<file path="config.mk">
export PLATFORM = sky130hd
export DESIGN_NAME = omux_arbiter
export DESIGN_NICKNAME = d
export VERILOG_FILES = /design/src/rtl/omux_arbiter.sv
export SDC_FILE = /design/constraint.sdc
export NUM_CORES = 1
export LEC_CHECK = 0
export CELL_PAD_IN_SITES_DETAIL_PLACEMENT = 1
export CELL_PAD_IN_SITES_GLOBAL_PLACEMENT = 2
export CORE_UTILIZATION = 31
export CTS_CLUSTER_DIAMETER = 100
export CTS_CLUSTER_SIZE = 12
export DETAILED_ROUTE_END_ITERATION = 16
export MAX_ROUTING_LAYER = met4
export PLACE_DENSITY = 0.93
export SLEW_MARGIN = 20
export SYNTH_ARGS = -nofsm -noshare
export SYNTH_HDL_FRONTEND = slang
export SYNTH_SLANG_ARGS = --single-unit
</file>
<file path="constraint.sdc">
create_clock -name clk_i -period 5.4 [get_ports clk_i]
set_input_delay 1.35 -clock clk_i [delete_from_list [all_inputs] [get_ports clk_i]]
set_output_delay 1.35 -clock clk_i [all_outputs]
set_load 0.005 [all_outputs]
</file>
<file path="src/rtl/omux_arbiter.sv">
// Round-robin scheduler for the shared record-buffer byte mux.
// Holds a grant for one full record and paces bytes against a ready/valid sink.
module omux_arbiter #(
  parameter int unsigned NREQ      = 4,
  parameter int unsigned REC_BYTES = 16,
  parameter int unsigned SETTLE    = 2
) (
  input  logic                    clk_i,
  input  logic                    rst_n_i,
  input  logic [NREQ-1:0]         req_i,
  output logic [NREQ-1:0]         sel_o,
  input  logic [8*NREQ-1:0]       data_i,
  output logic [7:0]              out_data_o,
  output logic                    out_valid_o,
  input  logic                    out_ready_i,
  output logic [$clog2(NREQ)-1:0] cur_src_o,
  output logic                    busy_o,
  output logic [31:0]             rec_count_o,
  output logic                    abort_o
);

  localparam int unsigned SrcW = $clog2(NREQ);
  localparam int unsigned CntW = $clog2(REC_BYTES) + 1;
  localparam int unsigned SetW = (SETTLE > 1) ? $clog2(SETTLE + 1) : 1;

  localparam logic [CntW-1:0] LastByte   = CntW'(REC_BYTES - 1);
  localparam logic [SetW-1:0] SettleLast = SetW'((SETTLE > 0) ? SETTLE - 1 : 0);
  localparam logic [SrcW-1:0] LastSrc    = SrcW'(NREQ - 1);

  typedef enum logic [1:0] {
    StIdle,
    StSettle,
    StXfer,
    StGap
  } state_e;

  state_e            state_q, state_d;
  logic [SrcW-1:0]   cur_src_q, cur_src_d;
  logic [SrcW-1:0]   ptr_q, ptr_d;
  logic [CntW-1:0]   byte_cnt_q, byte_cnt_d;
  logic [SetW-1:0]   settle_cnt_q, settle_cnt_d;
  logic [31:0]       rec_count_q, rec_count_d;
  logic              abort_q, abort_d;

  logic              found;
  logic [SrcW-1:0]   winner;
  int unsigned       cand;
  logic              req_cur;
  logic [SrcW-1:0]   next_src;
  logic [7:0]        byte_sel;

  // Scan starts at the pointer and wraps, so the first hit is the round-robin winner.
  always_comb begin
    found  = 1'b0;
    winner = '0;
    cand   = 0;
    for (int unsigned i = 0; i < NREQ; i++) begin
      cand = 32'(ptr_q) + i;
      if (cand >= NREQ) begin
        cand = cand - NREQ;
      end
      if (!found && req_i[cand[SrcW-1:0]]) begin
        found  = 1'b1;
        winner = cand[SrcW-1:0];
      end
    end
  end

  always_comb begin
    byte_sel = '0;
    for (int unsigned k = 0; k < NREQ; k++) begin
      if (cur_src_q == SrcW'(k)) begin
        byte_sel = data_i[8*k +: 8];
      end
    end
  end

  assign req_cur  = req_i[cur_src_q];
  assign next_src = (cur_src_q == LastSrc) ? '0 : cur_src_q + 1'b1;

  always_comb begin
    state_d      = state_q;
    cur_src_d    = cur_src_q;
    ptr_d        = ptr_q;
    byte_cnt_d   = byte_cnt_q;
    settle_cnt_d = settle_cnt_q;
    rec_count_d  = rec_count_q;
    abort_d      = 1'b0;

    unique case (state_q)
      StIdle: begin
        if (found) begin
          cur_src_d    = winner;
          settle_cnt_d = '0;
          byte_cnt_d   = '0;
          state_d      = (SETTLE == 0) ? StXfer : StSettle;
        end
      end
      StSettle: begin
        if (!req_cur) begin
          state_d    = StIdle;
          abort_d    = 1'b1;
          ptr_d      = next_src;
          byte_cnt_d = '0;
        end else if (settle_cnt_q == SettleLast) begin
          state_d = StXfer;
        end else begin
          settle_cnt_d = settle_cnt_q + 1'b1;
        end
      end
      StXfer: begin
        // A dropped request wins over a byte offered in the same cycle.
        if (!req_cur) begin
          state_d    = StIdle;
          abort_d    = 1'b1;
          ptr_d      = next_src;
          byte_cnt_d = '0;
        end else if (out_ready_i) begin
          if (byte_cnt_q == LastByte) begin
            rec_count_d = rec_count_q + 32'd1;
            ptr_d       = next_src;
            byte_cnt_d  = '0;
            state_d     = StGap;
          end else begin
            byte_cnt_d = byte_cnt_q + 1'b1;
          end
        end
      end
      StGap: begin
        state_d = StIdle;
      end
      default: begin
        state_d = StIdle;
      end
    endcase
  end

  always_ff @(posedge clk_i or negedge rst_n_i) begin
    if (!rst_n_i) begin
      state_q      <= StIdle;
      cur_src_q    <= '0;
      ptr_q        <= '0;
      byte_cnt_q   <= '0;
      settle_cnt_q <= '0;
      rec_count_q  <= '0;
      abort_q      <= 1'b0;
    end else begin
      state_q      <= state_d;
      cur_src_q    <= cur_src_d;
      ptr_q        <= ptr_d;
      byte_cnt_q   <= byte_cnt_d;
      settle_cnt_q <= settle_cnt_d;
      rec_count_q  <= rec_count_d;
      abort_q      <= abort_d;
    end
  end

  // Select is gated by the live request so an aborting source never shifts a byte.
  always_comb begin
    sel_o = '0;
    if (state_q == StXfer && req_cur && out_ready_i) begin
      sel_o[cur_src_q] = 1'b1;
    end
  end

  assign out_valid_o = (state_q == StXfer);
  assign out_data_o  = (state_q == StXfer) ? byte_sel : 8'h00;
  assign cur_src_o   = cur_src_q;
  assign busy_o      = (state_q != StIdle);
  assign rec_count_o = rec_count_q;
  assign abort_o     = abort_q;

endmodule

</file>
==> impl_results.md, run 1 <==
- Syn Inst Count: 300
- Clk root buf: clkbuf_8
- Slew Viols, Final: 0
- Max rail drop VDD: approximately 0.11 mV
- Total power: around 1100 uW
- Post-placement cell count: 482
- Setup crit end kind: output pin
- Hold Crit Class: register to register
- Core box area: 9200 um^2
- CTS tree: built
- FF/Latch Area: 1150 um^2
- CTS Hold Bufs: 0
- Endpoints failing hold: 0
- Pre-CTS setup slack: about 0.83 ns
- Worst Skew: 0.00794 ns
- GRT Total Usage: 0.173
- Port bufs: 87
- Final cell count without fillers: 489
- Setup TNS: 0 ns
- Share of the synthesized area in the top cell type: 0.391
- Slew @ Worst Pin: around 0.64 ns
- Leakage: 0.00170 uW
- First-pass GRT wire length: 13300 um
- GRT Residual Overflow: 0
- Fillers: 1057
- Vias in the first global route: ~2.7k
- Main area contributors after synthesis: dfrtp_1 39%, xor2_1 5.7%, ha_1 4.7%
- Final period utilization: 0.845
- Crit path kind: input pin to output pin
- Clock sink count: 46
- Placer Congestion: 0.782
- Max cap viols: 0
- Count leader, synth: dfrtp_1
- Yosys warnings: 0
- Max Clock Freq: 219 MHz
- Postcts setup bufs: 0
- Post-DP HPWL: between 5000 and 6000 um
- DR vias: 2625
- Layout Nets: 428
- Drt drc: 0
- Total CTS buffers: 5
- Syn Area/Cell: 9.80 um^2
- Final wirelength: roughly 8000 um
- Largest net degree at the start of global routing: 47
- Maximum clock insertion buffer count: 2
- Yosys cell types: 47
- Pre-antenna DRT Iters: 4
- Post-route ant nets: 0
- Post-Syn Nets: between 300 and 400
- Main synth FF type: dfrtp_1
- CP max stage cell: mux4_2
- Crit Path Max Fanout: 9
- Antenna violations before repair: 0
- DRT iter0 DRCs: 70
- Min Tclk post-route: 4.56 ns
- Element type at the critical path start: input pin
- Boundary Pins: 88
- Worst-path cell chain: clkdlybuf4s50_1, mux4_2, and2_4, and3_1, clkdlybuf4s50_1
- Layout overhead on the synthesized area: 34.3%
- Worst Slack Setup Final: between 0.8 and 0.9 ns
- Vias per inst: 5.37
- Diode count: 0
- Die Y: 99.4 um
- Number of synthesized flops with an enable pin: 0
- FF+latch count, synth: 46
- CP most frequent cell: clkdlybuf4s50_1
- Yosys top cell by area: dfrtp_1
- DIE AREA: slightly below 10000 um^2
- Worst-path clk slew: ~0.09 ns
- Post-Syn Area: 2940 um^2
- Fin util: 0.429
- Status: finished, final reports clean
- Skew-Pair Late Insertion Delay: 0.30 ns
- Register area share after synthesis: 0.391
- Multi-input logic area: 1630 um^2
- Slew margin rel.: 0.571
- Chip Width: 99.4 um
- Unrepaired setup endpoints after global routing: false
- Initial Util: 0.320
- CTS HTree Levels: 2
- Share of layout cells above drive strength 1: 0.0714
- Post-CTS Resized: 0
- Per-cell routed wire length: 16.3 um
- Worst EP required: 4.05 ns
- Max incr delay on CP: around 0.51 ns
- Critical path arrival: 3.21 ns
- Final setup fails: 0
- Row Count: 35
- Post-synthesis async set-or-reset flop share: 1.00
- Post-synth top cells: 46 x dfrtp_1, 27 x nand2_1, 19 x xor2_1
- Power per cell area: 281 nW/um^2
## cell usage in the layout, fill, tap and decap left out, types with 5 or more instances in the layout
cell             Yosys  routed
a211o_1              8       8
a21boi_0             9       9
a21oi_1              5       5
a221oi_1             8       8
and2_1               5       5
and3_1              11      11
clkbuf_8             0       5
clkdlybuf4s50_1      0      86
dfrtp_1             46      46
ha_1                11      11
inv_1               16      16
nand2_1             27      27
nand3_1             13      13
nand4_1             15      15
nor2_1               8       8
nor2b_1              9       9
nor3_1               5       5
nor4_1               8       8
nor4_2               9       9
xnor2_1             12      12
xor2_1              19      19
## critical path, delay by kind of cell
kind          cells  cell delay (ns)
simple gates      2             0.41
buf+inv           2             0.94
mux               1             0.51
## cell families after synthesis
family                   after synthesis  share of synthesized area
AND/OR/NAND/NOR                      125                      0.263
multiplexers                           5                     0.0226
flip-flops                            46                      0.391
XOR/XNOR                              31                     0.0923
AO/OA/AOI/OAI                         47                      0.131
buffers and inverters                 35                     0.0536
adder cells (fa/ha/maj)               11                     0.0468
## final timing paths
path                            slack (ns)                     endpoint                   startpoint  depth (start not counted)
worst min-delay path                  0.48  rec_count_o[31]$_DFFE_PN0P_  rec_count_o[31]$_DFFE_PN0P_                          1
worst min register to register        0.48  rec_count_o[31]$_DFFE_PN0P_  rec_count_o[31]$_DFFE_PN0P_                          1
worst max register to register        3.05  rec_count_o[31]$_DFFE_PN0P_       state_q[0]$_DFFE_PN0P_                          5
worst max-delay path                  0.84                     sel_o[2]                     req_i[0]                          5
min in group asynchronous             1.04  rec_count_o[12]$_DFFE_PN0P_                      rst_n_i                          1
max in group asynchronous             3.94    byte_cnt_q[3]$_DFFE_PN0P_                      rst_n_i                          1
## stage by stage
| stage | area, um^2 | hold WS [ns] |
|---|---|---|
| after floorplan | 2940 | 0.446 |
| after global placement | 3870 | 0.460 |
| after detailed placement | 3870 | 0.460 |
| after CTS | 3950 | 0.479 |
| after global routing | 3950 | 0.508 |
| final | 3950 | 0.476 |
## layout make-up
| type | count | area share |
|---|---|---|
| clock buffers | 6 | 0.0184 |
| flip-flops and latches | 46 | 0.292 |
| inverters | 17 | 0.0162 |
| multi-input cells | 219 | 0.413 |
| clock inverters | 1 | 0.00190 |
| well taps | 111 | 0.0352 |
| repair buffers | 89 | 0.224 |
## registers in the layout (all words and copies together), names as in the netlist
name	count
abort_o	1
byte_cnt_q	5
cur_src_o	2
ptr_q	2
rec_count_o	32
settle_cnt_q	2
state_q	2
## per-layer routing
layer	part of all wire	GRT usage
met5	0	-
met4	0.0084	0.0385
met1	0.46	0.219
met3	0.060	0.0330
met2	0.47	0.287
## where the power goes
part / total [uW] / internal [uW] / leakage (uW) / switching (uW)
Combinational: 494 / 241 / 0.00104 / 254
Sequential: 410 / 376 / 0.000624 / 34.2
Clock: 205 / 89.0 / 0.0000373 / 116
Power figures use the tool's default switching activity.
==> run 2, diff against run 1 <==
--- a/config.mk
+++ b/config.mk
@@ -7,12 +7,12 @@
 export LEC_CHECK = 0
 export CELL_PAD_IN_SITES_DETAIL_PLACEMENT = 1
 export CELL_PAD_IN_SITES_GLOBAL_PLACEMENT = 2
-export CORE_UTILIZATION = 31
+export CORE_UTILIZATION = 26
 export CTS_CLUSTER_DIAMETER = 100
 export CTS_CLUSTER_SIZE = 12
 export DETAILED_ROUTE_END_ITERATION = 16
 export MAX_ROUTING_LAYER = met4
-export PLACE_DENSITY = 0.93
+export PLACE_DENSITY = 0.84
 export SLEW_MARGIN = 20
 export SYNTH_ARGS = -nofsm -noshare
 export SYNTH_HDL_FRONTEND = slang
==> constraint.sdc (replaced) <==
create_clock -name clk_i -period 4.1 [get_ports clk_i]
set_input_delay 1.025 -clock clk_i [delete_from_list [all_inputs] [get_ports clk_i]]
set_output_delay 1.025 -clock clk_i [all_outputs]
set_load 0.005 [all_outputs]
==> impl_results.md, run 2 (synthesis gave the netlist of run 1 again) <==
- Post-route ant nets: 0
- Max cap viols: 0
- Initial Util: 0.269
- Worst EP required: between 3 and 4 ns
- Post-CTS Resized: 0
- Drt drc: 0
- Critical path arrival: 2.88 ns
- Die Y: 108 um
- GRT Residual Overflow: 0
- CP max stage cell: mux4_2
- Worst-path cell chain: clkdlybuf4s50_1, mux4_2, and2_4, and3_1, clkdlybuf4s50_1
- CTS Hold Bufs: 0
- DRT iter0 DRCs: 117
- First-pass GRT wire length: 13800 um
- Commonest non-fill, non-tap cell in the layout: clkdlybuf4s50_1
- Skew-Pair Late Insertion Delay: 0.28 ns
- CTS HTree Levels: 2
- Max rail drop VDD: about 0.17 mV
- DIE AREA: 11700 um^2
- CP most frequent cell: clkdlybuf4s50_1
- Maximum clock insertion buffer count: 2
- Leakage: about 0.0018 uW
- Boundary Pins: around 90
- Setup TNS: 0 ns
- Unrepaired setup endpoints after global routing: false
- CTS tree: built
- Chip Width: between 100 and 150 um
- Antenna violations before repair: 0
- Vias per inst: 5.08
- Final period utilization: 0.953
- Power per cell area: 405 nW/um^2
- Core box area: 10900 um^2
- Port bufs: 87
- Diode count: 0
- Commonest cells after routing, fill and taps aside: 86 x clkdlybuf4s50_1, 46 x dfrtp_1, 27 x nand2_1
- Worst reg-to-reg setup slack: approximately 1.8 ns
- Endpoints failing hold: 0
- Largest net degree at the start of global routing: 47
- Vias in the first global route: 2728
- Min Tclk post-route: around 4 ns
- Worst Skew: 0.00613 ns
- Clk root buf: clkbuf_16
- Fin util: 0.374
- Slew margin rel.: 0.543
- Layout Nets: approximately 430
- Max Clock Freq: ~260 MHz
- Total CTS buffers: 5
- Max reg flops: 32
- Placer Congestion: 0.741
- Max incr delay on CP: approximately 0.52 ns
- Final wirelength: 8560 um
- Share of layout cells above drive strength 1: 0.0785
- Status: finished, final reports clean
- Slew @ Worst Pin: 0.686 ns
- Clock sink count: 46
- DR vias: ~2.7k
- Crit path kind: input pin to output pin
- Worst-path clk slew: 0.06 ns
- Hold Crit Class: register to register
- Postcts setup bufs: 0
- Row Count: 38
- Layout overhead on the synthesized area: 39.1%
- Post-DP HPWL: 6130 um
- Final setup fails: 0
- GRT Total Usage: 0.151
- Crit Path Max Fanout: 9
- Slew Viols, Final: 0
- Per-cell routed wire length: 16.4 um
- Setup crit end kind: output pin
- Pre-antenna DRT Iters: 4
- Fillers: 1244
- Element type at the critical path start: input pin
## run 2: cell types whose count changed in the layout (fill, tap and decap cells not counted), sizes merged
cell	change
clkbuf	+1
bufinv	+1
clkinvlp	-1
buf	+3
## run 2: metrics by stage
stage	std cells	instance area (um^2)	hold WS, ns	worst slack, ns	power (uW)
floorplan	300	2940	0.446	1.04	980
finish	522	4090	0.475	0.194	1660
CTS	522	4090	0.478	0.206	1690
detailed placement	514	3930	0.464	0.210	1220
global route	522	4090	0.495	0.141	1770
global placement	514	3930	0.463	0.229	1190
## run 2: worst max-delay path, delay by kind of cell
| family | cells | cell delay (ns) |
|---|---|---|
| mux | 1 | 0.52 |
| simple gates | 2 | 0.40 |
| buf+inv | 2 | 0.94 |
## run 2: routing by layer
metal | global-route usage | vias up | wire length, um
met1 | 0.197 | 1311 | 4110
met2 | 0.247 | 91 | 3860
li1 | - | 1246 | -
met3 | 0.0277 | 5 | 538
met5 | - | - | 0
met4 | 0.0290 | 0 | 51
## run 2: final timing paths
check	depth (start not counted)	endpoint	from
max	5	sel_o[3]	req_i[2]
min	1	rec_count_o[31]$_DFFE_PN0P_	rec_count_o[31]$_DFFE_PN0P_
max reg2reg	5	byte_cnt_q[0]$_DFFE_PN0P_	cur_src_o[0]$_DFFE_PN0P_
min reg2reg	1	rec_count_o[31]$_DFFE_PN0P_	rec_count_o[31]$_DFFE_PN0P_
max in group asynchronous	1	byte_cnt_q[2]$_DFFE_PN0P_	rst_n_i
min in group asynchronous	1	rec_count_o[14]$_DFFE_PN0P_	rst_n_i
## run 2: cell type report
cell class / count / area (um^2) / area share
clock buffers: 7 / 133 / 0.0324
well taps: 140 / 175 / 0.0428
repair buffers: 92 / 906 / 0.221
multi-input cells: 219 / 1630 / 0.399
inverters: 17 / 63.8 / 0.0156
flip-flops and latches: 46 / 1150 / 0.281
clock inverters: 1 / 30.0 / 0.00734
## run 2: where the power goes
part,total (uW),switching [uW],internal (uW)
clock network,456,167,288
logic,660,341,319
registers,543,47.5,495
==> run 3, diff against run 2 <==
--- a/config.mk
+++ b/config.mk
@@ -5,8 +5,10 @@
 export SDC_FILE = /design/constraint.sdc
 export NUM_CORES = 1
 export LEC_CHECK = 0
+export ABC_CLOCK_PERIOD_IN_PS = 4100
 export CELL_PAD_IN_SITES_DETAIL_PLACEMENT = 1
 export CELL_PAD_IN_SITES_GLOBAL_PLACEMENT = 2
+export CORE_MARGIN = 5
 export CORE_UTILIZATION = 26
 export CTS_CLUSTER_DIAMETER = 100
 export CTS_CLUSTER_SIZE = 12
==> impl_results.md, run 3 (synthesis gave the netlist of run 1 again) <==
- Hold Crit Class: register to register
- Largest net degree at the start of global routing: 47
- Post-CTS Resized: 0
- Endpoints failing hold: 0
- Total CTS buffers: 5
- Worst Skew: 0.00645 ns
- DIE AREA: 13500 um^2
- Critical Path Sink: sel_o[2]
- Boundary Pins: 88
- Max reg flops: 32
- Setup crit end kind: output pin
- CP startpoint: req_i[0]
- Status: finished, final reports clean
- Pre-antenna DRT Iters: 4
- Final period utilization: 0.956
- Worst-path clk slew: 0.06 ns
- Layout Nets: 430
- DRT iter0 DRCs: 130
- Clk root buf: clkbuf_16
- CTS Hold Bufs: 0
- GRT Residual Overflow: 0
- Max Clock Freq: 255 MHz
- Slew margin rel.: 0.593
- Skew-Pair Late Insertion Delay: 0.29 ns
- Die Y: 116 um
- Power per cell area: 408 nW/um^2
- CTS tree: built
- Final wirelength: around 8700 um
- Post-DP HPWL: 6490 um
- Vias per inst: roughly 5
- Dpl cell area: ~3900 um^2
- DR vias: 2627
- Row Count: 38
- Worst reg-to-reg setup slack: 1.78 ns
- Max incr delay on CP: about 0.52 ns
- Leakage: ~0.0018 uW
- RR Endpoint: byte_cnt_q[0]$_DFFE_PN0P_
- Port bufs: 87
- Max cap viols: 0
- Commonest cells after routing, fill and taps aside: 86 x clkdlybuf4s50_1, 46 x dfrtp_1, 27 x nand2_1
- Critical path arrival: 2.90 ns
- First-pass GRT wire length: 14300 um
- Setup TNS: 0 ns
- Drt drc: 0
- Postcts setup bufs: 0
- Layout overhead on the synthesized area: 39.0%
- Commonest non-fill, non-tap cell in the layout: clkdlybuf4s50_1
- Element type at the critical path start: input pin
- Vias in the first global route: 2866
- Unrepaired setup endpoints after global routing: false
- CP max stage cell: mux4_2
- Slew @ Worst Pin: 0.611 ns
- Worst EP required: 3.07 ns
- Crit Path Max Fanout: 9
- Chip Width: 116 um
- CTS HTree Levels: 2
- Antenna violations before repair: 0
- Maximum clock insertion buffer count: 2
- GRT Total Usage: 0.133
- Worst Hold Launch: rec_count_o[31]$_DFFE_PN0P_
- Clock sink count: 46
- Final setup fails: 0
- Fillers: 1274
- Slew Viols, Final: 0
- Placer Congestion: approximately 0.77
- Post-route ant nets: 0
- Crit path kind: input pin to output pin
- Min Tclk post-route: roughly 3.9 ns
- Reg-to-reg critical path startpoint: cur_src_o[0]$_DFFE_PN0P_
- Worst-path cell chain: clkdlybuf4s50_1, mux4_2, and2_4, and3_1, clkdlybuf4s50_1
- Diode count: 0
- FF-to-FF path depth: 5
- Max rail drop VDD: 0.161 mV
- CP most frequent cell: clkdlybuf4s50_1
- Final Cell Area: 4090 um^2
- Share of layout cells above drive strength 1: 0.0787
- Per-cell routed wire length: 16.8 um
- Core box area: 11000 um^2
- Initial Util: 0.268
## run 3: layer usage
layer | routed length, um | share of wire | GRT usage
met1 | 4220 | 0.48 | 0.177
met2 | 3970 | 0.45 | 0.217
met3 | 495 | 0.057 | 0.0202
met4 | 59 | 0.0067 | 0.0255
met5 | 0 | 0 | -
## run 3: how the worst min path moves through the flow
stage	end	slack (ns)	depth (start not counted)
after detailed placement	rec_count_o[31]$_DFFE_PN0P_	0.47	1
after floorplan	settle_cnt_q[0]$_DFFE_PN0P_	0.45	1
final	rec_count_o[31]$_DFFE_PN0P_	0.48	1
after global routing	rec_count_o[29]$_DFFE_PN0P_	0.50	1
after global placement	settle_cnt_q[0]$_DFFE_PN0P_	0.46	1
after CTS	rec_count_o[31]$_DFFE_PN0P_	0.48	1
## run 3: layout make-up
type	count	area, um^2	area share
multi-input combinational	219	1630	0.399
sequential	46	1150	0.282
timing repair buffer	91	898	0.220
tap	140	175	0.0429
clock buffer	6	129	0.0315
inverter	17	63.8	0.0156
clock inverter	2	37.5	0.00919
## run 3: power by group
part           leakage (uW)  internal [uW]  total, uW  switching (uW)
Combinational       0.00105            319        662             343
Clock             0.0000771            288        462             174
Sequential         0.000624            495        544            48.2
Total               0.00175           1100       1670             565
## run 3: worst max-delay path, delay by kind of cell
kind / cells / cell delay, ns
buf+inv: 2 / 0.94
mux: 1 / 0.52
simple gates: 2 / 0.41
## run 3: per-stage QoR
step | hold WS (ns) | power, uW | util | std cells | setup WS, ns
after floorplan | 0.446 | 980 | - | 300 | 1.04
after global placement | 0.461 | 1200 | 0.357 | 513 | 0.217
after detailed placement | 0.468 | 1230 | 0.357 | 513 | 0.175
after CTS | 0.483 | 1700 | 0.372 | 521 | 0.167
after global routing | 0.504 | 1790 | 0.372 | 521 | 0.0970
final | 0.479 | 1670 | 0.372 | 521 | 0.180
